### config.mk
export PLATFORM = sky130hd
export DESIGN_NAME = beta_ctrl_pipe
export DESIGN_NICKNAME = d
export VERILOG_FILES = /design/src/rtl/beta_pkg.sv /design/src/rtl/beta_decode.sv /design/src/rtl/beta_ctrl_pipe.sv
export SDC_FILE = /design/constraint.sdc
export NUM_CORES = 1
export LEC_CHECK = 0
export CAP_MARGIN = 30
export CELL_PAD_IN_SITES_DETAIL_PLACEMENT = 0
export CELL_PAD_IN_SITES_GLOBAL_PLACEMENT = 1
export CORE_ASPECT_RATIO = 0.75
export CORE_MARGIN = 3
export CORE_UTILIZATION = 31
export CTS_CLUSTER_SIZE = 8
export DETAILED_ROUTE_END_ITERATION = 8
export PLACE_DENSITY_LB_ADDON = 0.15
export SYNTH_ARGS = -nofsm -noshare
export SYNTH_HDL_FRONTEND = slang
export SYNTH_HIERARCHICAL = 1
export SYNTH_SLANG_ARGS = --single-unit
### constraint.sdc
create_clock -name clk -period 1.74 [get_ports clk]
set_input_delay 0.522 -clock clk [delete_from_list [all_inputs] [get_ports clk]]
set_output_delay 0.522 -clock clk [all_outputs]
set_load 0.01 [all_outputs]
### src/rtl/beta_pkg.sv
// Shared Beta control encodings and the bundled control word handed to the datapath.
package beta_pkg;

    localparam logic [5:0] OP_LD  = 6'b011000;
    localparam logic [5:0] OP_ST  = 6'b011001;
    localparam logic [5:0] OP_JMP = 6'b011011;
    localparam logic [5:0] OP_BEQ = 6'b011100;
    localparam logic [5:0] OP_BNE = 6'b011101;
    localparam logic [5:0] OP_LDR = 6'b011111;

    localparam logic [5:0] ALUFN_ADD    = 6'b000000;
    localparam logic [5:0] ALUFN_PASS_A = 6'b011010;

    localparam int PCSEL_W = 3;
    localparam logic [PCSEL_W-1:0] PCSEL_INC   = 3'd0;
    localparam logic [PCSEL_W-1:0] PCSEL_BR    = 3'd1;
    localparam logic [PCSEL_W-1:0] PCSEL_JMP   = 3'd2;
    localparam logic [PCSEL_W-1:0] PCSEL_ILLOP = 3'd3;
    localparam logic [PCSEL_W-1:0] PCSEL_IRQ   = 3'd4;

    localparam logic [1:0] WDSEL_PC  = 2'd0;
    localparam logic [1:0] WDSEL_ALU = 2'd1;
    localparam logic [1:0] WDSEL_MEM = 2'd2;

    typedef struct packed {
        logic [5:0]         alufn;
        logic               asel;
        logic               bsel;
        logic               moe;
        logic               mwr;
        logic               ra2sel;
        logic               wasel;
        logic               werf;
        logic [PCSEL_W-1:0] pcsel;
        logic [1:0]         wdsel;
        logic               trap;
    } ctl_word_t;

    localparam ctl_word_t CTL_NOP = '0;

    function automatic logic is_legal(input logic [5:0] op);
        logic legal;
        legal = op[5];
        case (op)
            OP_LD, OP_ST, OP_JMP, OP_BEQ, OP_BNE, OP_LDR: legal = 1'b1;
            default: ;
        endcase
        return legal;
    endfunction

endpackage

### src/rtl/beta_decode.sv
// Combinational Beta opcode decoder; trap words override the instruction decode.
module beta_decode
    import beta_pkg::*;
(
    input  logic [5:0] opcode,
    input  logic       z,
    input  logic       take_irq,
    output ctl_word_t  ctl
);

    logic bne;

    assign bne = (opcode == OP_BNE);

    always_comb begin
        ctl = CTL_NOP;
        if (take_irq || !is_legal(opcode)) begin
            // Trap: save PC+4 into XP; everything that could touch memory stays off.
            ctl.trap  = 1'b1;
            ctl.wasel = 1'b1;
            ctl.werf  = 1'b1;
            ctl.wdsel = WDSEL_PC;
            ctl.pcsel = take_irq ? PCSEL_IRQ : PCSEL_ILLOP;
        end else if (opcode[5]) begin
            ctl.alufn = {2'b10, opcode[3:0]};
            ctl.bsel  = opcode[4];
            ctl.wdsel = WDSEL_ALU;
            ctl.werf  = 1'b1;
        end else begin
            case (opcode)
                OP_LD: begin
                    ctl.alufn = ALUFN_ADD;
                    ctl.bsel  = 1'b1;
                    ctl.moe   = 1'b1;
                    ctl.wdsel = WDSEL_MEM;
                    ctl.werf  = 1'b1;
                end
                OP_ST: begin
                    ctl.alufn  = ALUFN_ADD;
                    ctl.bsel   = 1'b1;
                    ctl.ra2sel = 1'b1;
                    ctl.mwr    = 1'b1;
                end
                OP_JMP: begin
                    ctl.pcsel = PCSEL_JMP;
                    ctl.wdsel = WDSEL_PC;
                    ctl.werf  = 1'b1;
                end
                OP_BEQ, OP_BNE: begin
                    ctl.pcsel = (z ^ bne) ? PCSEL_BR : PCSEL_INC;
                    ctl.wdsel = WDSEL_PC;
                    ctl.werf  = 1'b1;
                end
                OP_LDR: begin
                    ctl.alufn = ALUFN_PASS_A;
                    ctl.asel  = 1'b1;
                    ctl.moe   = 1'b1;
                    ctl.wdsel = WDSEL_MEM;
                    ctl.werf  = 1'b1;
                end
                default: ;
            endcase
        end
    end

endmodule

### src/rtl/beta_ctrl_pipe.sv
// Handshaked Beta control unit: one registered control word plus interrupt-pending latch.
//  state | meaning
//  EMPTY | no control word held; outputs forced to the all-zero safe word
//  FULL  | control word held and presented with ctl_valid=1
module beta_ctrl_pipe
    import beta_pkg::*;
#(
    parameter int IW     = 32,
    parameter int PCS_W  = 3,
    parameter bit IRQ_EN = 1'b1
) (
    input  logic             clk,
    input  logic             rst,
    input  logic             inst_valid,
    output logic             inst_ready,
    input  logic [IW-1:0]    instruction,
    input  logic             pc_super,
    input  logic             z,
    input  logic             irq,
    input  logic             flush,
    output logic             ctl_valid,
    input  logic             ctl_ready,
    output logic [5:0]       ALUFN,
    output logic             ASEL,
    output logic             BSEL,
    output logic             MOE,
    output logic             MWR,
    output logic             RA2SEL,
    output logic             WASEL,
    output logic             WERF,
    output logic [PCS_W-1:0] PCSEL,
    output logic [1:0]       WDSEL,
    output logic             trap
);

    typedef enum logic {S_EMPTY = 1'b0, S_FULL = 1'b1} state_t;

    state_t    state;
    ctl_word_t ctl_q;
    ctl_word_t dec_word;
    logic      irq_pend;
    logic      accept;
    logic      take_irq;
    logic [5:0] opcode;
    logic      unused_operand_bits;

    assign opcode              = instruction[IW-1 -: 6];
    assign unused_operand_bits = ^instruction[IW-7:0];

    assign ctl_valid  = (state == S_FULL);
    assign inst_ready = !flush && (!ctl_valid || ctl_ready);
    assign accept     = inst_valid && inst_ready;
    assign take_irq   = IRQ_EN && (irq_pend || irq) && !pc_super;

    beta_decode u_decode (
        .opcode   (opcode),
        .z        (z),
        .take_irq (take_irq),
        .ctl      (dec_word)
    );

    always_ff @(posedge clk or posedge rst) begin
        if (rst) begin
            state    <= S_EMPTY;
            ctl_q    <= CTL_NOP;
            irq_pend <= 1'b0;
        end else begin
            // Clearing on an IRQ accept beats a same-cycle set; a held irq re-arms next cycle.
            irq_pend <= IRQ_EN && !(accept && take_irq) && (irq || irq_pend);
            if (flush) begin
                state <= S_EMPTY;
                ctl_q <= CTL_NOP;
            end else begin
                case (state)
                    S_EMPTY: begin
                        if (accept) begin
                            state <= S_FULL;
                            ctl_q <= dec_word;
                        end
                    end
                    S_FULL: begin
                        if (accept) begin
                            ctl_q <= dec_word;
                        end else if (ctl_ready) begin
                            state <= S_EMPTY;
                            ctl_q <= CTL_NOP;
                        end
                    end
                    default: begin
                        state <= S_EMPTY;
                        ctl_q <= CTL_NOP;
                    end
                endcase
            end
        end
    end

    assign ALUFN  = ctl_q.alufn;
    assign ASEL   = ctl_q.asel;
    assign BSEL   = ctl_q.bsel;
    assign MOE    = ctl_q.moe;
    assign MWR    = ctl_q.mwr;
    assign RA2SEL = ctl_q.ra2sel;
    assign WASEL  = ctl_q.wasel;
    assign WERF   = ctl_q.werf;
    assign PCSEL  = PCS_W'(ctl_q.pcsel);
    assign WDSEL  = ctl_q.wdsel;
    assign trap   = ctl_q.trap;

endmodule
Yosys cells after proc, flatten, opt, wreduce, memory -nomap -nowiden
Cells that the tools add are included.
{"block": "op_classes", "n_eq_ne": 8, "muxes": 31, "bitwise_logic": 2, "reduce_logical": 19}
{"cell": "$mux W19", "count": 4}
{"cell": "$pmux W19 S2", "count": 1}
{"cell": "$eq A6 B5 Y1 const B", "count": 6}
{"cell": "$mux W1", "count": 14}
{"cell": "$mux W6", "count": 2}
{"cell": "$mux W11", "count": 1}
{"cell": "$mux W3", "count": 3}
{"cell": "$mux W2", "count": 3}
{"cell": "$pmux W3 S2", "count": 1}
{"cell": "$reduce_or A2 Y1", "count": 3}
{"cell": "$reduce_or A6 Y1", "count": 1}
{"cell": "$logic_and A1 B1 Y1", "count": 5}
{"cell": "$logic_not A1 Y1", "count": 5}
{"cell": "$mux W5", "count": 1}
{"cell": "$reduce_or A5 Y1", "count": 1}
{"cell": "$ne A4 B3 Y1 const B", "count": 1}
{"cell": "$logic_or A1 B1 Y1", "count": 3}
{"cell": "$ne A3 B3 Y1 const B", "count": 1}
{"cell": "$pmux W1 S2", "count": 1}
{"cell": "$reduce_and A2 Y1", "count": 1}
{"cell": "$not A1 Y1", "count": 1}
{"cell": "$xor A1 B1 Y1", "count": 1}
{"block": "word_totals", "register_bits": 21, "input_bits": 40, "output_inout_bits": 21, "wordCells": 73}

Depth between registers and ports, before layout
{"block": "logic_depth", "depth_word": 9, "mapped_depth": 7, "mapped_depth_nobuf": 6}

Modules after synthesis
Netlist, hierarchy kept.
{"module": "beta_ctrl_pipe", "n_inst": 1, "cells_each": 94, "area_each_um2": 1074.8, "seq_area_each_um2": 525.5}
{"module": "beta_decode", "n_inst": 1, "cells_each": 41, "area_each_um2": 329.1, "seq_area_each_um2": 0.0}

Worst setup path before layout
Ideal clock, no wire load.
{"block": "synth_timing", "path_kind": "input -> register", "startpoint": "input port instruction[27]", "endpoint": "register ctl_q (netlist bit MOE)", "setup_time_ps": 101, "arrival_ps": 1621, "t_required_ps": 1639, "setup_slack_ps": 19, "cell_stages": 7, "n_path_buf": 2, "path_cell_list": "buf_6 -> nor2_2 -> nand2_1 -> a2111oi_2 -> buf_4 -> inv_1 -> o32ai_1"}
{"element": "from (decl)", "line": "beta_ctrl_pipe.sv:16", "source": "input logic [IW-1:0] instruction,"}
{"element": "to (signal assigned)", "line": "beta_ctrl_pipe.sv:78", "source": "ctl_q <= dec_word;"}
{"element": "to (signal assigned)", "line": "beta_ctrl_pipe.sv:83", "source": "ctl_q <= dec_word;"}
{"element": "to (decl)", "line": "beta_ctrl_pipe.sv:39", "source": "ctl_word_t ctl_q;"}

Worst setup path in the final report
{"block": "layout_timing", "startpoint": "register ctl_q (netlist bit ALUFN[1])", "endpoint": "output port ALUFN[1]"}
{"element": "to (decl)", "line": "beta_ctrl_pipe.sv:23", "source": "output logic [5:0] ALUFN,"}
No word-level cell between the ends.

==> out/results.ini <==
[run_status]
status = finished clean

[routing]
vias = 1148
wirelength_mm = 3.493
ant_nets = 0
wl_per_cell_um = 14.80
dr.pass1.iters = 4
drt_iter0_markers = 52
routed_via_density = 4.864
drc_errors = 0

[synth]
mappedNetlistArea_um2 = 1404
syn_avg_cell_area_um2 = 10.40
syn-num-nets = 175
yosys.area_share.adder_pct = 0
syn_inst = 135
yosys.area_share.simple_pct = 23.08
synth.area.mux_share_pct = 1.070
synth_xor_area_share_pct = 0
ys_seq_elements = 21
ys_seq_area_share_pct = 37.43
ys_warn_count = 6
netlist_top_cells_count = 21 x dfrtp_1, 21 x inv_1, 21 x nand2b_1
yosysUniqueCellTypes = 34
synthArstFlopShare_pct = 100.0
netlist_top_cells_area = dfrtp_1 37%, o32ai_2 12%, nand2b_1 9.4%
synth_edf_count = 0
yosysTopAreaCell = dfrtp_1
synth-main-ff-cell = dfrtp_1
synth_top_family_by_area = compound AO/OA/AOI/OAI gates
synth_compound_area_share_pct = 24.42
synth_top_area_share_pct = 37.43

[critical_path]
required_ns = 1.22
crit_path_max_fanout = 2
cp_top_family = buffers and inverters
cp-end-kind = primary output
critical-path-max-stage-delay_ns = 0.54
crit_chain = clkdlybuf4s50_1
critPathLaunchType = flop
slowest_stage = clkdlybuf4s50_1
critPathKind = reg -> out
cp_num_buf_inv = 1
arrival_ns = 1.17

[layout]
drive_above_1_share_pct = 35.91
fillers = 404
synthToLayoutAreaGrowth_pct = 45.63
nets = 222
final_util_pct = 48.63
diodes = 0

[clock_tree]
ctsHoldBuffers = 0
clkTransAtPathRegs_ns = 0.08
cts_tree = done
htree_levels = 1
root_buffer = clkbuf_8
clk_path_buf_depth = 2
numCtsBuffers = 3
cts_num_sinks = 21
clk_latency_ns = 0.26

[global_routing]
track_usage_pct = 13.00
antenna_found_initial = 0
grt_pass1_vias = 1166
grt_pass1_wl_mm = 5.747
globalRouteOverflowTotal = 0
grt_max_degree = 22

[placed_design]
io_buffers = 34
dp_hpwl_mm = 2.347
gp_congestion = 0.7970

[timing]
slew_violations = 0
min_period_over_period_pct = 96.96
fin_skew_ns = 0.003795
relSlewSlack_pct = 74.76
finalCriticalPeriod_ns = 1.687
hold_viol = 0
max_freq_mhz = 592.8
setup_viol = 0
worstMarginPinSlew_ns = 0.3786

[die]
num_io_pins = 61
die_x_um = 83.71
core_area_um2 = 4204
num_rows = 20
start_util_pct = 33.39
die_h_um = 64.28
die_area_um2 = 5381

[power_and_ir_drop]
p_int_mw = 0.8181
p_sw_share_pct = 28.74
power_density_nw_per_um2 = 561.5
p_comb_share_pct = 27.0
seq_power_share_pct = 44.8
p_leak_nw = 0.8820
p_switching_mw = 0.3299
p_clk_share_pct = 28.2
p_total_mw = 1.148
ir_worst_vdd_v = 0.0004753

[worst_hold_path]
hp-class = reg -> reg

[job]
maxCapViolations = 0

registers in the layout, summed over array words and instances (netlist names):
signal and count:
WERF 1, MWR 1, PCSEL 3, MOE 1
irq_pend 1, ASEL 1, RA2SEL 1, WASEL 1
ALUFN 6, ctl_valid 1, WDSEL 2, trap 1
BSEL 1
worst paths after layout:
| kind | from | end | slack [ns] | cells past startpoint |
|---|---|---|---|---|
| min in group asynchronous | rst | WDSEL[1] | 0.59 | 3 |
| hold / removal | irq_pend | irq_pend | 0.53 | 1 |
| setup reg to reg | irq_pend | PCSEL[1] | 0.36 | 7 |
| hold reg to reg | irq_pend | irq_pend | 0.53 | 1 |
| max in group asynchronous | rst | PCSEL[0] | 0.94 | 3 |
| setup / recovery | ALUFN[1] | ALUFN[1] | 0.05 | 1 |
repair_timing:
| action | CTS | global route |
|---|---|---|
| resized for setup | 18 | 22 |
| setup endpoints to repair | 19 | 21 |
| pin swaps | 2 | 6 |
| cloned | 0 | 1 |
| buffers inserted | 0 | 2 |
through the flow:
| step | setup slack [ns] | TNS, ns | instance area (µm²) | instances | hold WS, ns |
|---|---|---|---|---|---|
| after floorplan | 0.01868 | 0 | 1404 | 135 | 0.4710 |
| after CTS | 0.002402 | 0 | 1952 | 233 | 0.5148 |
| after global routing | -0.03580 | -0.05342 | 2044 | 236 | 0.5646 |
| final | 0.05298 | 0 | 2044 | 236 | 0.5295 |
| after detailed placement | -0.5337 | -7.844 | 1861 | 229 | 0.4962 |
| after global placement | -0.5270 | -7.307 | 1861 | 229 | 0.4804 |
routing by layer:
metal / track usage (%) / vias up / routed length [µm]
met5: 0 / - / 0
met4: 2.410 / 0 / 18
met3: 2.706 / 2 / 148
met2: 21.43 / 22 / 1699
met1: 17.75 / 566 / 1627
li1: - / 558 / -
power groups by stage:
stage / logic (mW) / registers (mW) / clock network [mW]
6_report: 0.310 / 0.514 / 0.324
5_1_grt: 0.335 / 0.517 / 0.365
4_1_cts: 0.288 / 0.514 / 0.333
3_5_place_dp: 0.282 / 0.524 / 0
3_3_place_gp: 0.278 / 0.523 / 0
2_1_floorplan: 0.152 / 0.531 / 0
logic make-up after synthesis:
group / Yosys count
AND/OR/NAND/NOR: 45
buffers and inverters: 38
AO/OA/AOI/OAI: 30
flip-flops: 21
multiplexers: 1
placed cells by master (no fill, tap or decap), drive strengths merged:
cell           count
buf               25
dfrtp             21
inv               21
nand2b            21
clkdlybuf4s50     20
o32ai             19
dlygate4sd2        6
dlymetal6s2s       5
nor2               5
clkbuf             5
a21oi              3
nor4b              3
nand2              3
nor2b              3
a41oi              2
and2               2
nor3               2
mux2               1
o32a               1
o21ba              1
clkinv             1
clkdlybuf4s15      1
a31oi              1
or2                1
nor3b              1
o21ai              1
a211oi             1
nand3              1
a2111oi            1
nor4bb             1
and4b              1
nand4b             1
final cells by class:
type	count	area [µm²]	area share (%)
clock inverter	1	5.005	0.2448
tap	55	68.82	3.366
sequential	21	525.5	25.70
clock buffer	3	41.29	2.020
multi-input combinational	76	790.8	38.68
timing repair buffer	59	534.3	26.13
inverter	21	78.83	3.856
(Power assumes the default switching activity.)
